## src/rtl/map_tile_fetcher.sv

```systemverilog
// map_tile_fetcher
//   Video-side reader of the tile map. Follows the beam, fetches the tile index
//   for the current map cell, then fetches that tile's pixel, producing one
//   8-bit pixel per clock with a fixed 3-clock latency from h_count/v_count.
//   Hardware scroll is double-buffered: loads land in a pending register and
//   are promoted to the active register only at the start of vertical blank,
//   so a frame is never drawn with two different scroll values.
//
// Ports
//   clock, reset_n           pixel clock; asynchronous active-low reset
//   h_count, v_count         beam position from the sync generator
//   scroll_x_in/_y_in        requested scroll in pixels (9-bit, wraps at 512)
//   scroll_load              1-cycle strobe capturing scroll_*_in as pending
//   map_read/_row/_col       map RAM read port (tile index returned on map_data)
//   tile_read/tile_addr      tile RAM read port (pixel returned on tile_data)
//   pixel_out/pixel_valid    pixel stream; pixel_out is 0 outside the visible area
//   in_vblank                beam is in vertical blank
//   frame_start              1-cycle pulse when the beam reaches (0,0)
module map_tile_fetcher #(
    parameter int TILE_BITS = 4,
    parameter int MAP_BITS  = 5,
    parameter int H_VISIBLE = 640,
    parameter int V_VISIBLE = 480
) (
    input  logic                       clock,
    input  logic                       reset_n,
    input  logic [10:0]                h_count,
    input  logic [10:0]                v_count,
    input  logic [TILE_BITS+MAP_BITS-1:0] scroll_x_in,
    input  logic [TILE_BITS+MAP_BITS-1:0] scroll_y_in,
    input  logic                       scroll_load,
    output logic                       map_read,
    output logic [MAP_BITS-1:0]        map_row_index,
    output logic [MAP_BITS-1:0]        map_col_index,
    input  logic [7:0]                 map_data,
    output logic                       tile_read,
    output logic [7+2*TILE_BITS:0]     tile_addr,
    input  logic [7:0]                 tile_data,
    output logic [7:0]                 pixel_out,
    output logic                       pixel_valid,
    output logic                       in_vblank,
    output logic                       frame_start
);

    localparam int PLANE_BITS = TILE_BITS + MAP_BITS;
    localparam int STAGES     = 3;

    typedef struct packed {
        logic [PLANE_BITS-1:0] x;
        logic [PLANE_BITS-1:0] y;
    } scroll_t;

    typedef enum logic [1:0] {
        ST_VISIBLE,
        ST_HBLANK,
        ST_VBLANK
    } state_t;

    state_t                 state, state_next;
    scroll_t                active_scroll, pending_scroll;
    logic                   pending_valid;

    logic                   visible;
    logic                   beam_origin;
    logic                   apply_point;
    logic [PLANE_BITS-1:0]  vx, vy;

    // vld_pipe[1]: stage-0 result registered, [2]: stage-1, [3]: pixel_valid
    logic [STAGES:1]        vld_pipe;
    logic [TILE_BITS-1:0]   vx_d1, vy_d1;

    // ------------------------------------------------------------------
    // Stage 0: beam decode and virtual-plane coordinates
    // ------------------------------------------------------------------
    always_comb begin
        visible     = (h_count < 11'(H_VISIBLE)) && (v_count < 11'(V_VISIBLE));
        beam_origin = (h_count == 11'd0) && (v_count == 11'd0);
        apply_point = (h_count == 11'd0) && (v_count == 11'(V_VISIBLE));
        // Truncating to PLANE_BITS gives the seamless 512-pixel wrap.
        vx          = h_count[PLANE_BITS-1:0] + active_scroll.x;
        vy          = v_count[PLANE_BITS-1:0] + active_scroll.y;
    end

    always_ff @(posedge clock or negedge reset_n) begin
        if (!reset_n) begin
            map_read      <= 1'b0;
            map_row_index <= '0;
            map_col_index <= '0;
            vx_d1         <= '0;
            vy_d1         <= '0;
        end else begin
            map_read <= visible;
            // Addresses only move on visible pixels; during blank they hold.
            if (visible) begin
                map_row_index <= vy[PLANE_BITS-1:TILE_BITS];
                map_col_index <= vx[PLANE_BITS-1:TILE_BITS];
                vx_d1         <= vx[TILE_BITS-1:0];
                vy_d1         <= vy[TILE_BITS-1:0];
            end
        end
    end

    // ------------------------------------------------------------------
    // Stage 1: tile RAM address from the returned tile index
    // ------------------------------------------------------------------
    always_ff @(posedge clock or negedge reset_n) begin
        if (!reset_n) begin
            tile_read <= 1'b0;
            tile_addr <= '0;
        end else begin
            tile_read <= vld_pipe[1];
            if (vld_pipe[1])
                tile_addr <= {map_data, vy_d1, vx_d1};
        end
    end

    // ------------------------------------------------------------------
    // Stage 2: pixel output, forced to 0 outside the visible area
    // ------------------------------------------------------------------
    always_ff @(posedge clock or negedge reset_n) begin
        if (!reset_n)
            pixel_out <= 8'd0;
        else
            pixel_out <= vld_pipe[2] ? tile_data : 8'd0;
    end

    always_ff @(posedge clock or negedge reset_n) begin
        if (!reset_n)
            vld_pipe <= '0;
        else
            vld_pipe <= {vld_pipe[STAGES-1:1], visible};
    end

    assign pixel_valid = vld_pipe[STAGES];

    // ------------------------------------------------------------------
    // Beam-region state machine
    // ------------------------------------------------------------------
    always_ff @(posedge clock or negedge reset_n) begin
        if (!reset_n)
            state <= ST_VBLANK;
        else
            state <= state_next;
    end

    always_comb begin
        state_next = state;
        case (state)
            ST_VISIBLE: begin
                if (h_count == 11'(H_VISIBLE))
                    state_next = ST_HBLANK;
            end
            ST_HBLANK: begin
                if (h_count == 11'd0) begin
                    if (v_count < 11'(V_VISIBLE))
                        state_next = ST_VISIBLE;
                    else if (v_count == 11'(V_VISIBLE))
                        state_next = ST_VBLANK;
                end
            end
            ST_VBLANK: begin
                if (beam_origin)
                    state_next = ST_VISIBLE;
            end
            default: state_next = ST_VBLANK;
        endcase
    end

    // in_vblank tracks the state register but is its own flop so that it
    // reads 0 while reset is held.
    always_ff @(posedge clock or negedge reset_n) begin
        if (!reset_n) begin
            in_vblank   <= 1'b0;
            frame_start <= 1'b0;
        end else begin
            in_vblank   <= (state_next == ST_VBLANK);
            frame_start <= beam_origin;
        end
    end

    // ------------------------------------------------------------------
    // Double-buffered scroll. A load coinciding with the apply point lands
    // in pending after the old pending has been promoted, so it waits for
    // the following frame with pending_valid still set.
    // ------------------------------------------------------------------
    always_ff @(posedge clock or negedge reset_n) begin
        if (!reset_n) begin
            active_scroll  <= '0;
            pending_scroll <= '0;
            pending_valid  <= 1'b0;
        end else begin
            if (apply_point && pending_valid)
                active_scroll <= pending_scroll;
            if (scroll_load) begin
                pending_scroll <= '{x: scroll_x_in, y: scroll_y_in};
                pending_valid  <= 1'b1;
            end else if (apply_point && pending_valid) begin
                pending_valid  <= 1'b0;
            end
        end
    end

endmodule

```

## config.mk

```make
export PLATFORM = sky130hd
export DESIGN_NAME = map_tile_fetcher
export DESIGN_NICKNAME = d
export VERILOG_FILES = /design/src/rtl/map_tile_fetcher.sv
export SDC_FILE = /design/constraint.sdc
export NUM_CORES = 1
export LEC_CHECK = 0
export BUFFER_PORTS_ARGS = -buffer_cell sky130_fd_sc_hd__buf_2
export CORE_AREA = 2 2 73 103
export DETAILED_ROUTE_END_ITERATION = 12
export DIE_AREA = 0 0 75 105
export PLACE_DENSITY = 0.95
export SYNTH_ARGS = -nofsm -noshare
export SYNTH_HDL_FRONTEND = slang
export SYNTH_SLANG_ARGS = --single-unit
```

## constraint.sdc

```tcl
create_clock -name clock -period 3.75 [get_ports clock]
set_input_delay 0.375 -clock clock [delete_from_list [all_inputs] [get_ports clock]]
set_output_delay 0.375 -clock clock [all_outputs]
set_load 0.01 [all_outputs]
```

==> results of run 1 <==
[state kept, by name (all words and copies together), names as in the netlist]
name            flops
vx_d1               4
vy_d1               4
pending_valid       1
pending_scroll     18
vld_pipe            3
tile_addr          16
pixel_out           8
in_vblank           1
state               2
map_col_index       5
frame_start         1
active_scroll      18
map_row_index       5
[worst max-delay path, stage by stage]
cell and delay, ns:
sky130_fd_sc_hd__buf_2 0.13, sky130_fd_sc_hd__nor3_1 0.28, sky130_fd_sc_hd__nand3_1 0.26, sky130_fd_sc_hd__nor4_4 0.98
sky130_fd_sc_hd__mux2_2 0.43
[logic make-up after synthesis]
logic type	synth area share, %
xor gates and xnor gates	2.28
adders and majority gates	6.25
muxes	15.2
buffers and inverters	1.56
and+or+nand+nor	10.3
AOI/OAI and AO/OA	8.40
DFF	56.0
[routing by layer]
layer | vias up | part of all wire, %
met5 | - | 0
met4 | 0 | 2.0
met3 | 15 | 5.8
met2 | 85 | 50
met1 | 1274 | 42
li1 | 1294 | -
[final cells by class]
cell class                 instances  area share, %
tap                               95           2.55
multi-input combinational        204           34.9
inverter                           5          0.402
clock buffer                       9           2.65
clock inverter                     7           2.71
timing repair buffer              98           10.6
sequential                        86           46.1
[power breakdown]
part / internal [mW] / switching [mW]
registers: 1.04 / 0.0584
logic: 0.156 / 0.156
clock network: 0.452 / 0.335
[per-stage QoR]
stage / worst slack, ns / total power [mW] / hold slack (ns)
finish: 1.53 / 2.19 / 0.203
global route: 1.36 / 2.31 / 0.210
CTS: 1.46 / 2.22 / 0.225
detailed placement: 1.12 / 1.43 / 0.465
global placement: 1.21 / 1.41 / 0.458
floorplan: 1.76 / 1.27 / 0.0794
[cell usage after synthesis, types with 2 or more instances]
cell type,instances
sky130_fd_sc_hd__clkbuf_1,6
sky130_fd_sc_hd__mux2_2,52
sky130_fd_sc_hd__nand4_1,4
sky130_fd_sc_hd__a211oi_1,6
sky130_fd_sc_hd__o2bb2ai_1,2
sky130_fd_sc_hd__nor4_4,2
sky130_fd_sc_hd__nor3_1,5
sky130_fd_sc_hd__or4_1,3
sky130_fd_sc_hd__dfrtp_1,85
sky130_fd_sc_hd__a21oi_1,10
sky130_fd_sc_hd__ha_1,16
sky130_fd_sc_hd__o21ai_0,17
sky130_fd_sc_hd__and4_1,2
sky130_fd_sc_hd__nand2_1,32
sky130_fd_sc_hd__a21o_1,4
sky130_fd_sc_hd__nand3_1,7
sky130_fd_sc_hd__a211o_1,4
sky130_fd_sc_hd__o211ai_1,6
sky130_fd_sc_hd__xor2_1,2
sky130_fd_sc_hd__nor2_1,6
sky130_fd_sc_hd__buf_1,2
sky130_fd_sc_hd__fa_1,2
sky130_fd_sc_hd__and2_1,8
sky130_fd_sc_hd__xnor2_1,8
sky130_fd_sc_hd__inv_1,5
sky130_fd_sc_hd__nand2b_1,2
[worst max-delay path by stage]
| stage | from | end | slack, ns | cells after the start |
|---|---|---|---|---|
| 2_1_floorplan | h_count[2] | active_scroll[10]$_DFFE_PN0P_ | 1.76 | 5 |
| 3_3_place_gp | v_count[1] | active_scroll[14]$_DFFE_PN0P_ | 1.21 | 5 |
| 3_5_place_dp | v_count[1] | active_scroll[17]$_DFFE_PN0P_ | 1.12 | 5 |
| 4_1_cts | v_count[1] | active_scroll[6]$_DFFE_PN0P_ | 1.46 | 5 |
| 5_1_grt | v_count[1] | active_scroll[9]$_DFFE_PN0P_ | 1.36 | 5 |
| 6_report | v_count[1] | active_scroll[6]$_DFFE_PN0P_ | 1.53 | 5 |
==> flow_metrics.py, run 1 <==
metrics = {
    "outcome": {
        "result_of_the_run": "complete, no violations",
    },
    "clocking": {
        "cts_tree": "yes",
        "cts.reportedPaths.clkPinSlew_ns": 0.09,
        "postCtsSetupRepairBufs": 0,
        "clkSinkCount": 86,
        "cts-resized-gates": 0,
        "cts_inserted_buffers": 9,
        "cts_root_buf": "sky130_fd_sc_hd__clkbuf_8",
        "number_of_hold_buffers_added_after_cts": 0,
        "clock_insertion_delay_worst_skew_ns": 0.34,
        "ctsLongestPathBuffers": 2,
        "cts.htree.levels": 3,
    },
    "synth": {
        "synth_cells": 304,
        "ys_seq_elements": 86,
        "syn_nets": 381,
        "post-synth-top-area-fraction_pct": 55.3,
        "async_reset_ff_share_pct": 100,
        "netlist_area_um2": 3840,
        "number_of_enable_flip_flop_cells_after_synthesis": 0,
        "yosysWarningCount": 0,
        "synthDominantAreaCellType": "sky130_fd_sc_hd__dfrtp_1",
        "post_synth_main_area_contributors": "sky130_fd_sc_hd__dfrtp_1 (55%), sky130_fd_sc_hd__mux2_2 (15%), sky130_fd_sc_hd__ha_1 (5.2%)",
        "synth_sequential_area_ratio_pct": 56.0,
        "postSynthAreaPerCell_um2": 12.6,
        "synth.lib_cells_used.distinct": 32,
        "dominantRegCellSynth": "sky130_fd_sc_hd__dfrtp_1",
    },
    "layout": {
        "final_cell_area_um2": 4670,
        "total_area_of_multi_input_combinational_cells_um2": 1630,
        "instances_no_fill": 504,
        "filler_cell_count": 526,
        "final_cell_mix": "sky130_fd_sc_hd__buf_2 (96), sky130_fd_sc_hd__dfrtp_1 (85), sky130_fd_sc_hd__mux2_2 (52), sky130_fd_sc_hd__nand2_1 (32), sky130_fd_sc_hd__o21ai_0 (17)",
        "area_growth_syn_to_layout_pct": 21.4,
        "antenna_cells_inserted": 0,
        "utilization_pct": 67.7,
        "layout_cell_share_with_drive_strength_beyond_1_pct": 41.6,
        "mostFrequentLayoutCell": "sky130_fd_sc_hd__buf_2",
        "nNetsFinal": 481,
        "sequential_cell_area_um2": 2150,
    },
    "floorplanning": {
        "fp.dieArea_um2": 7880,
        "initial_utilization_pct": 55.8,
        "core-area_um2": 6890,
        "die_h_um": 105,
        "ioPinCount": 98,
        "placement_rows": 36,
        "floorplan.die.width_um": 75,
    },
    "timing": {
        "relSlewSlack_pct": 27.2,
        "hold_viol": 0,
        "timing.setup.tns_ns": 0,
        "upper_clock_frequency_limit_mhz": 450,
        "worst_clock_skew_ns": 0.00711,
        "slew_violations": 0,
        "min_period_over_period_pct": 59.2,
        "setup_viol": 0,
        "timing_worst_slew_pin_value_ns": 1.08,
        "min_period_ns": 2.22,
        "rsz0062_at_grt": "no",
    },
    "critical_path": {
        "timing.critical_path.from_type": "primary input",
        "worst_r2r_startpoint": "active_scroll[0]$_DFFE_PN0P_",
        "critical_path_required_time_ns": 3.98,
        "reg2reg_setup_slack_ns": 1.85,
        "critPathMaxFanout": 18,
        "worst_setup_path_end_kind": "flop",
        "critical_path_class": "primary input to flop",
        "r2r-end": "map_row_index[4]$_DFFE_PN0P_",
        "worst-endpoint-arrival_ns": 2.45,
        "worst-r2r-cell-count": 6,
    },
    "worst_hold_path": {
        "hold_path.class": "primary input to asynchronous set/reset pin",
    },
    "routing": {
        "num_vias": 2668,
        "ant_nets": 0,
        "dr.pass1.iters": 5,
        "total_wirelength_um": 7320,
        "drc": 0,
        "post_drt_via_cell_ratio": 5.29,
        "route.detailed.wl_per_inst_um": 14.5,
        "initialDrtViolationCount": 145,
    },
    "global_route": {
        "first_global_vias": 2738,
        "grt_util_met1_pct": 24.1,
        "gr-total-overflow": 0,
        "grt_first_pass_wirelength_um": 12200,
        "grt_util_met2_pct": 33.3,
        "grt_max_degree": 87,
        "grt.busiest_layer": "met2",
        "initial_antenna_violation_count": 0,
        "grt_util_met3_pct": 5.21,
        "grtUsageTotal_pct": 19.9,
    },
    "place": {
        "port-buffer-count": 97,
        "gpl.final_weighted_congestion": 0.863,
        "placedCellCount": 488,
        "detailed_place_hpwl_um": 5600,
        "post_dp_cell_area_um2": 4420,
    },
    "pwr": {
        "vdd_drop_max_v": 0.000304,
        "power_density_nw_per_um2": 470,
        "p_leak_nw": 2.36,
    },
    "job": {
        "max-cap-violations": 0,
    },
}
No activity file was read; power rests on OpenSTA's default activity.
==> run 2: changes to the inputs <==
--- a/config.mk
+++ b/config.mk
@@ -6,10 +6,10 @@
 export NUM_CORES = 1
 export LEC_CHECK = 0
 export BUFFER_PORTS_ARGS = -buffer_cell sky130_fd_sc_hd__buf_2
-export CORE_AREA = 2 2 73 103
+export CORE_AREA = 2 2 75 106
 export DETAILED_ROUTE_END_ITERATION = 12
-export DIE_AREA = 0 0 75 105
-export PLACE_DENSITY = 0.95
+export DIE_AREA = 0 0 77 108
+export PLACE_DENSITY = 0.91
 export SYNTH_ARGS = -nofsm -noshare
 export SYNTH_HDL_FRONTEND = slang
 export SYNTH_SLANG_ARGS = --single-unit
==> constraint.sdc (replaced) <==
create_clock -name clock -period 2.2 [get_ports clock]
set_input_delay 0.22 -clock clock [delete_from_list [all_inputs] [get_ports clock]]
set_output_delay 0.22 -clock clock [all_outputs]
set_load 0.01 [all_outputs]
==> run 2 against run 1 <==
Global-route usage decreased by 1.7 points. Power increased by 59%. Via count rose by 1.6%. Critical endpoint is now map_col_index[4]$_DFFE_PN0P_. First-iteration DRC count is 30% higher. Clock-buffer cell count is the same. Utilization down 4.0 points. Setup slack lost 1.2 ns. Sequential cell count is the same.
==> flow_metrics.py, run 2 (synthesis results as in run 1) <==
metrics = {
    "layout": {
        "nNetsFinal": 486,
        "layout_cell_share_with_drive_strength_beyond_1_pct": 42.0,
        "instances_no_fill": 511,
        "final_cell_area_um2": 4660,
        "area_growth_syn_to_layout_pct": 21.3,
        "total_area_of_multi_input_combinational_cells_um2": 1630,
        "antenna_cells_inserted": 0,
        "mostFrequentLayoutCell": "sky130_fd_sc_hd__buf_2",
        "filler_cell_count": 590,
        "sequential_cell_area_um2": 2150,
        "final_cell_mix": "sky130_fd_sc_hd__buf_2 (96), sky130_fd_sc_hd__dfrtp_1 (85), sky130_fd_sc_hd__mux2_2 (52), sky130_fd_sc_hd__nand2_1 (32), sky130_fd_sc_hd__o21ai_0 (17)",
        "reg.largest.list": "active_scroll: 18 flops, pending_scroll: 18 flops, tile_addr: 16 flops",
        "utilization_pct": 63.7,
    },
    "critical_path": {
        "timing.critical_path.to": "map_col_index[4]$_DFFE_PN0P_",
        "worst_r2r_startpoint": "active_scroll[9]$_DFFE_PN0P_",
        "critPathMaxFanout": 3,
        "r2r-end": "map_col_index[4]$_DFFE_PN0P_",
        "critPathLaunch": "active_scroll[9]$_DFFE_PN0P_",
        "critical_path_required_time_ns": 2.47,
        "reg2reg_setup_slack_ns": 0.29,
        "worst-endpoint-arrival_ns": 2.18,
        "timing.critical_path.from_type": "flop",
        "worst_setup_path_end_kind": "flop",
        "worst-r2r-cell-count": 6,
        "critical_path_class": "flop to flop",
    },
    "job": {
        "max-cap-violations": 0,
    },
    "routing": {
        "total_wirelength_um": 7380,
        "ant_nets": 0,
        "post_drt_via_cell_ratio": 5.31,
        "dr.pass1.iters": 4,
        "drc": 0,
        "route.detailed.wl_per_inst_um": 14.4,
        "num_vias": 2711,
        "initialDrtViolationCount": 189,
    },
    "floorplanning": {
        "die_h_um": 108,
        "initial_utilization_pct": 52.5,
        "floorplan.die.width_um": 77,
        "ioPinCount": 98,
        "fp.dieArea_um2": 8320,
        "placement_rows": 37,
        "core-area_um2": 7310,
    },
    "global_route": {
        "initial_antenna_violation_count": 0,
        "first_global_vias": 2791,
        "grtUsageTotal_pct": 18.2,
        "grt_first_pass_wirelength_um": 12200,
        "gr-total-overflow": 0,
        "grt_max_degree": 64,
    },
    "pwr": {
        "share_seq_of_total_power_pct": 53.3,
        "p_leak_nw": 2.35,
        "power_density_nw_per_um2": 751,
        "totalPowerFinal_mw": 3.50,
        "vdd_drop_max_v": 0.000603,
        "pwr-share-comb_pct": 15.4,
        "pwr-share-clk_pct": 31.3,
        "netSwitchingFraction_pct": 26.4,
        "power_report.internal_total_mw": 2.58,
        "reported_net_switching_power_mw": 0.923,
    },
    "clocking": {
        "clkSinkCount": 86,
        "clock_insertion_delay_worst_skew_ns": 0.34,
        "cts_inserted_buffers": 9,
        "cts.reportedPaths.clkPinSlew_ns": 0.09,
        "cts_root_buf": "sky130_fd_sc_hd__clkbuf_8",
        "cts_tree": "yes",
        "ctsLongestPathBuffers": 2,
        "number_of_hold_buffers_added_after_cts": 1,
        "cts-resized-gates": 0,
        "postCtsSetupRepairBufs": 0,
        "cts.htree.levels": 3,
    },
    "place": {
        "post_dp_cell_area_um2": 4450,
        "gpl.final_weighted_congestion": 0.874,
        "port-buffer-count": 97,
        "placedCellCount": 494,
        "detailed_place_hpwl_um": 5780,
    },
    "timing": {
        "rsz0062_at_grt": "no",
        "worst_clock_skew_ns": 0.00988,
        "min_period_over_period_pct": 86.8,
        "upper_clock_frequency_limit_mhz": 524,
        "timing.setup.tns_ns": 0,
        "hold_viol": 0,
        "min_period_ns": 1.91,
        "relSlewSlack_pct": 49.7,
        "timing_worst_slew_pin_value_ns": 0.755,
        "setup_viol": 0,
        "slew_violations": 0,
    },
    "outcome": {
        "result_of_the_run": "complete, no violations",
    },
    "worst_hold_path": {
        "hold_path.class": "primary input to flop",
    },
}
run 2: cell types whose count changed in the layout (fill, tap and decap cells not counted):
| cell | previous run | this run |
|---|---|---|
| sky130_fd_sc_hd__buf_4 | 2 | 6 |
| sky130_fd_sc_hd__bufinv_16 | 3 | 1 |
| sky130_fd_sc_hd__clkinvlp_4 | 1 | 3 |
| sky130_fd_sc_hd__dlygate4sd3_1 | 0 | 1 |
| sky130_fd_sc_hd__inv_6 | 2 | 3 |
| sky130_fd_sc_hd__inv_8 | 1 | 0 |
run 2: layout make-up:
| type | instances | share of cell area (%) |
|---|---|---|
| repair buffers | 103 | 11.5 |
| flip-flops and latches | 86 | 46.2 |
| multi-input cells | 204 | 35.0 |
| clock inverters | 7 | 1.69 |
| inverters | 5 | 0.403 |
| clock buffers | 9 | 2.66 |
| well taps | 97 | 2.60 |
run 2: power by group through the flow:
stage | clock network (mW) | registers [mW] | logic [mW]
floorplan | 0 | 1.94 | 0.216
global placement | 0 | 1.89 | 0.526
detailed placement | 0 | 1.90 | 0.543
CTS | 1.13 | 1.87 | 0.546
global route | 1.21 | 1.89 | 0.597
finish | 1.09 | 1.87 | 0.538
run 2: per-layer routing:
layer | up-vias | wire [um] | GRT usage (%)
li1 | 1303 | - | -
met1 | 1281 | 2940 | 20.5
met2 | 107 | 3680 | 31.8
met3 | 20 | 508 | 4.34
met4 | 0 | 245 | 10.3
met5 | - | 0 | 0
run 2: worst min-delay path by stage:
stage,start,endpoint,depth (start not counted)
CTS,tile_data[2],pixel_out[2]$_DFF_PN0_,2
floorplan,reset_n,active_scroll[0]$_DFFE_PN0P_,0
finish,tile_data[2],pixel_out[2]$_DFF_PN0_,2
detailed placement,reset_n,pixel_out[7]$_DFF_PN0_,1
global route,tile_data[5],pixel_out[5]$_DFF_PN0_,2
global placement,reset_n,pixel_out[3]$_DFF_PN0_,1
run 2: worst max-delay path: stages (launching register included):
cell and delay [ns]:
sky130_fd_sc_hd__dfrtp_1 0.38, sky130_fd_sc_hd__ha_1 0.22, sky130_fd_sc_hd__fa_1 0.41, sky130_fd_sc_hd__nand3_1 0.15, sky130_fd_sc_hd__a211oi_1 0.11, sky130_fd_sc_hd__or4_1 0.50, sky130_fd_sc_hd__nand3_1 0.08
run 2: per-stage QoR:
step                      setup WS [ns]  hold WS, ns
after floorplan                   0.364      -0.0756
after global placement            0.268        0.324
after detailed placement          0.171        0.340
after CTS                         0.306       0.0679
after global routing              0.201       0.0646
final                             0.291       0.0854
==> run 3: changes to the inputs <==
==> config.mk (replaced) <==
export PLATFORM = sky130hd
export DESIGN_NAME = map_tile_fetcher
export DESIGN_NICKNAME = d
export VERILOG_FILES = /design/src/rtl/map_tile_fetcher.sv
export SDC_FILE = /design/constraint.sdc
export NUM_CORES = 1
export LEC_CHECK = 0
export CORE_AREA = 2 2 70 98
export DETAILED_ROUTE_END_ITERATION = 12
export DIE_AREA = 0 0 72 100
export DONT_BUFFER_PORTS = 1
export PLACE_DENSITY = 0.89
export SYNTH_ARGS = -nofsm -noshare
export SYNTH_HDL_FRONTEND = slang
export SYNTH_SLANG_ARGS = --single-unit
==> run 3 against run 2 <==
The run now ends with hold timing left. Design area is 10% lower. Clock skew decreased by 0.0024 ns. Clock power is 13% lower. Critical path depth is the same. Largest cell class unchanged.
==> flow_metrics.py, run 3 (synthesis results as in run 1) <==
metrics = {
    "timing": {
        "slew_violations": 0,
        "hold-worst-slack_ns": -0.440,
        "rsz0062_at_grt": "no",
        "setup_viol": 0,
        "min_period_ns": 1.92,
        "upper_clock_frequency_limit_mhz": 521,
        "relSlewSlack_pct": 54.2,
        "hold_viol": 86,
        "worst_clock_skew_ns": 0.00743,
        "timing.setup.tns_ns": 0,
        "timing_worst_slew_pin_value_ns": 0.687,
        "min_period_over_period_pct": 87.2,
    },
    "routing": {
        "ant_nets": 0,
        "initialDrtViolationCount": 170,
        "num_vias": 2452,
        "drc": 0,
        "total_wirelength_um": 7360,
        "post_drt_via_cell_ratio": 6.18,
        "dr.pass1.iters": 4,
        "route.detailed.wl_per_inst_um": 18.5,
    },
    "layout": {
        "layout_cell_share_with_drive_strength_beyond_1_pct": 22.6,
        "area_growth_syn_to_layout_pct": 8.59,
        "nNetsFinal": 395,
        "final_cell_mix": "sky130_fd_sc_hd__dfrtp_1 (85), sky130_fd_sc_hd__mux2_2 (52), sky130_fd_sc_hd__nand2_1 (32), sky130_fd_sc_hd__o21ai_0 (17), sky130_fd_sc_hd__ha_1 (16)",
        "antenna_cells_inserted": 0,
        "mostFrequentLayoutCell": "sky130_fd_sc_hd__dfrtp_1",
        "reg.largest.list": "active_scroll: 18 flops, pending_scroll: 18 flops, tile_addr: 16 flops",
        "utilization_pct": 64.8,
    },
    "outcome": {
        "violated_checks": "hold timing",
        "result_of_the_run": "finished, violations left",
    },
    "floorplanning": {
        "core-area_um2": 6440,
        "initial_utilization_pct": 59.7,
        "ioPinCount": 98,
        "die_h_um": 100,
        "floorplan.die.width_um": 72,
        "placement_rows": 35,
        "fp.dieArea_um2": 7200,
    },
    "global_route": {
        "grt_util_met1_pct": 23.2,
        "gr-total-overflow": 0,
        "grt_util_met3_pct": 8.03,
        "grt_max_degree": 87,
        "grt_util_met2_pct": 36.0,
        "grtUsageTotal_pct": 21.6,
        "first_global_vias": 2527,
        "grt_first_pass_wirelength_um": 11800,
        "initial_antenna_violation_count": 0,
        "grt.busiest_layer": "met2",
    },
    "critical_path": {
        "critPathMaxFanout": 3,
        "timing.critical_path.from_type": "flop",
        "critical_path_class": "flop to flop",
        "reg2reg_setup_slack_ns": 0.28,
        "critical_path_required_time_ns": 2.48,
        "worst_setup_path_end_kind": "flop",
        "worst-endpoint-arrival_ns": 2.20,
    },
    "clocking": {
        "cts_root_buf": "sky130_fd_sc_hd__clkbuf_8",
        "clock_insertion_delay_worst_skew_ns": 0.34,
        "cts_inserted_buffers": 9,
        "ctsLongestPathBuffers": 2,
        "cts.reportedPaths.clkPinSlew_ns": 0.08,
        "cts_tree": "yes",
        "clkSinkCount": 86,
        "cts.htree.levels": 3,
    },
    "pwr": {
        "totalPowerFinal_mw": 3.17,
        "vdd_drop_max_v": 0.000505,
        "power_density_nw_per_um2": 759,
        "p_leak_nw": 1.95,
    },
    "place": {
        "gpl.final_weighted_congestion": 0.873,
        "port-buffer-count": 0,
        "detailed_place_hpwl_um": 5540,
    },
    "worst_hold_path": {
        "hold_path.class": "primary input to asynchronous set/reset pin",
    },
    "job": {
        "max-cap-violations": 0,
    },
}
run 3: cell count changes in the layout (fill, tap and decap cells not counted), moves of 2 or more:
cell	before	now
sky130_fd_sc_hd__buf_2	96	0
sky130_fd_sc_hd__clkbuf_1	0	3
sky130_fd_sc_hd__buf_4	6	4
sky130_fd_sc_hd__inv_6	3	0
sky130_fd_sc_hd__dlygate4sd3_1	1	8
run 3: final cells by class:
type                            instances  area (um^2)
Tap cell                               74         92.6
Clock inverter                          3         20.0
Timing Repair Buffer                   12          110
Inverter                                5         18.8
Multi-Input combinational cell        204         1630
Clock buffer                           13          149
Sequential cell                        86         2150
Fill cell                             475         2260
run 3: timing repair:
| item | 4_1_cts | 5_1_grt |
|---|---|---|
| hold buffers | 5 | 3 |
| gates resized for setup | 0 | 0 |
| buffers inserted | 0 | 0 |
| endpoints found under the hold margin | 91 | 89 |
run 3: metal layers:
| metal | vias up | part of all wire (%) |
|---|---|---|
| met5 | - | 0 |
| met4 | 0 | 4.6 |
| met3 | 27 | 7.9 |
| li1 | 1127 | - |
| met1 | 1188 | 37 |
| met2 | 110 | 51 |
run 3: critical path, stage by stage, from the launching register on:
cell                       delay, ns
sky130_fd_sc_hd__dfrtp_1        0.39
sky130_fd_sc_hd__ha_1           0.23
sky130_fd_sc_hd__fa_1           0.41
sky130_fd_sc_hd__nand3_1        0.14
sky130_fd_sc_hd__a211oi_1       0.11
sky130_fd_sc_hd__or4_1          0.49
sky130_fd_sc_hd__nand3_1        0.08
run 3: path summary, 6_finish.rpt:
path	start	to	depth (start not counted)
max in group asynchronous	reset_n	state[1]$_DFF_PN1_	0
min reg2reg	vx_d1[0]$_DFFE_PN0P_	vx_d1[0]$_DFFE_PN0P_	2
min	reset_n	pixel_out[0]$_DFF_PN0_	0
max reg2reg	active_scroll[9]$_DFFE_PN0P_	map_col_index[4]$_DFFE_PN0P_	6
max	active_scroll[9]$_DFFE_PN0P_	map_col_index[4]$_DFFE_PN0P_	6
min in group clock	tile_data[1]	pixel_out[1]$_DFF_PN0_	1
run 3: where the power goes:
part           switching [mW]  internal [mW]
logic                   0.101          0.157
clock network           0.511          0.441
registers               0.189           1.77
run 3: per-stage QoR:
stage | cell area (um^2) | instances | setup slack (ns)
after floorplan | 3840 | 304 | 0.364
after global placement | 3930 | 373 | 0.408
after detailed placement | 3930 | 373 | 0.332
after CTS | 4140 | 394 | 0.307
after global routing | 4170 | 397 | 0.173
final | 4170 | 397 | 0.281
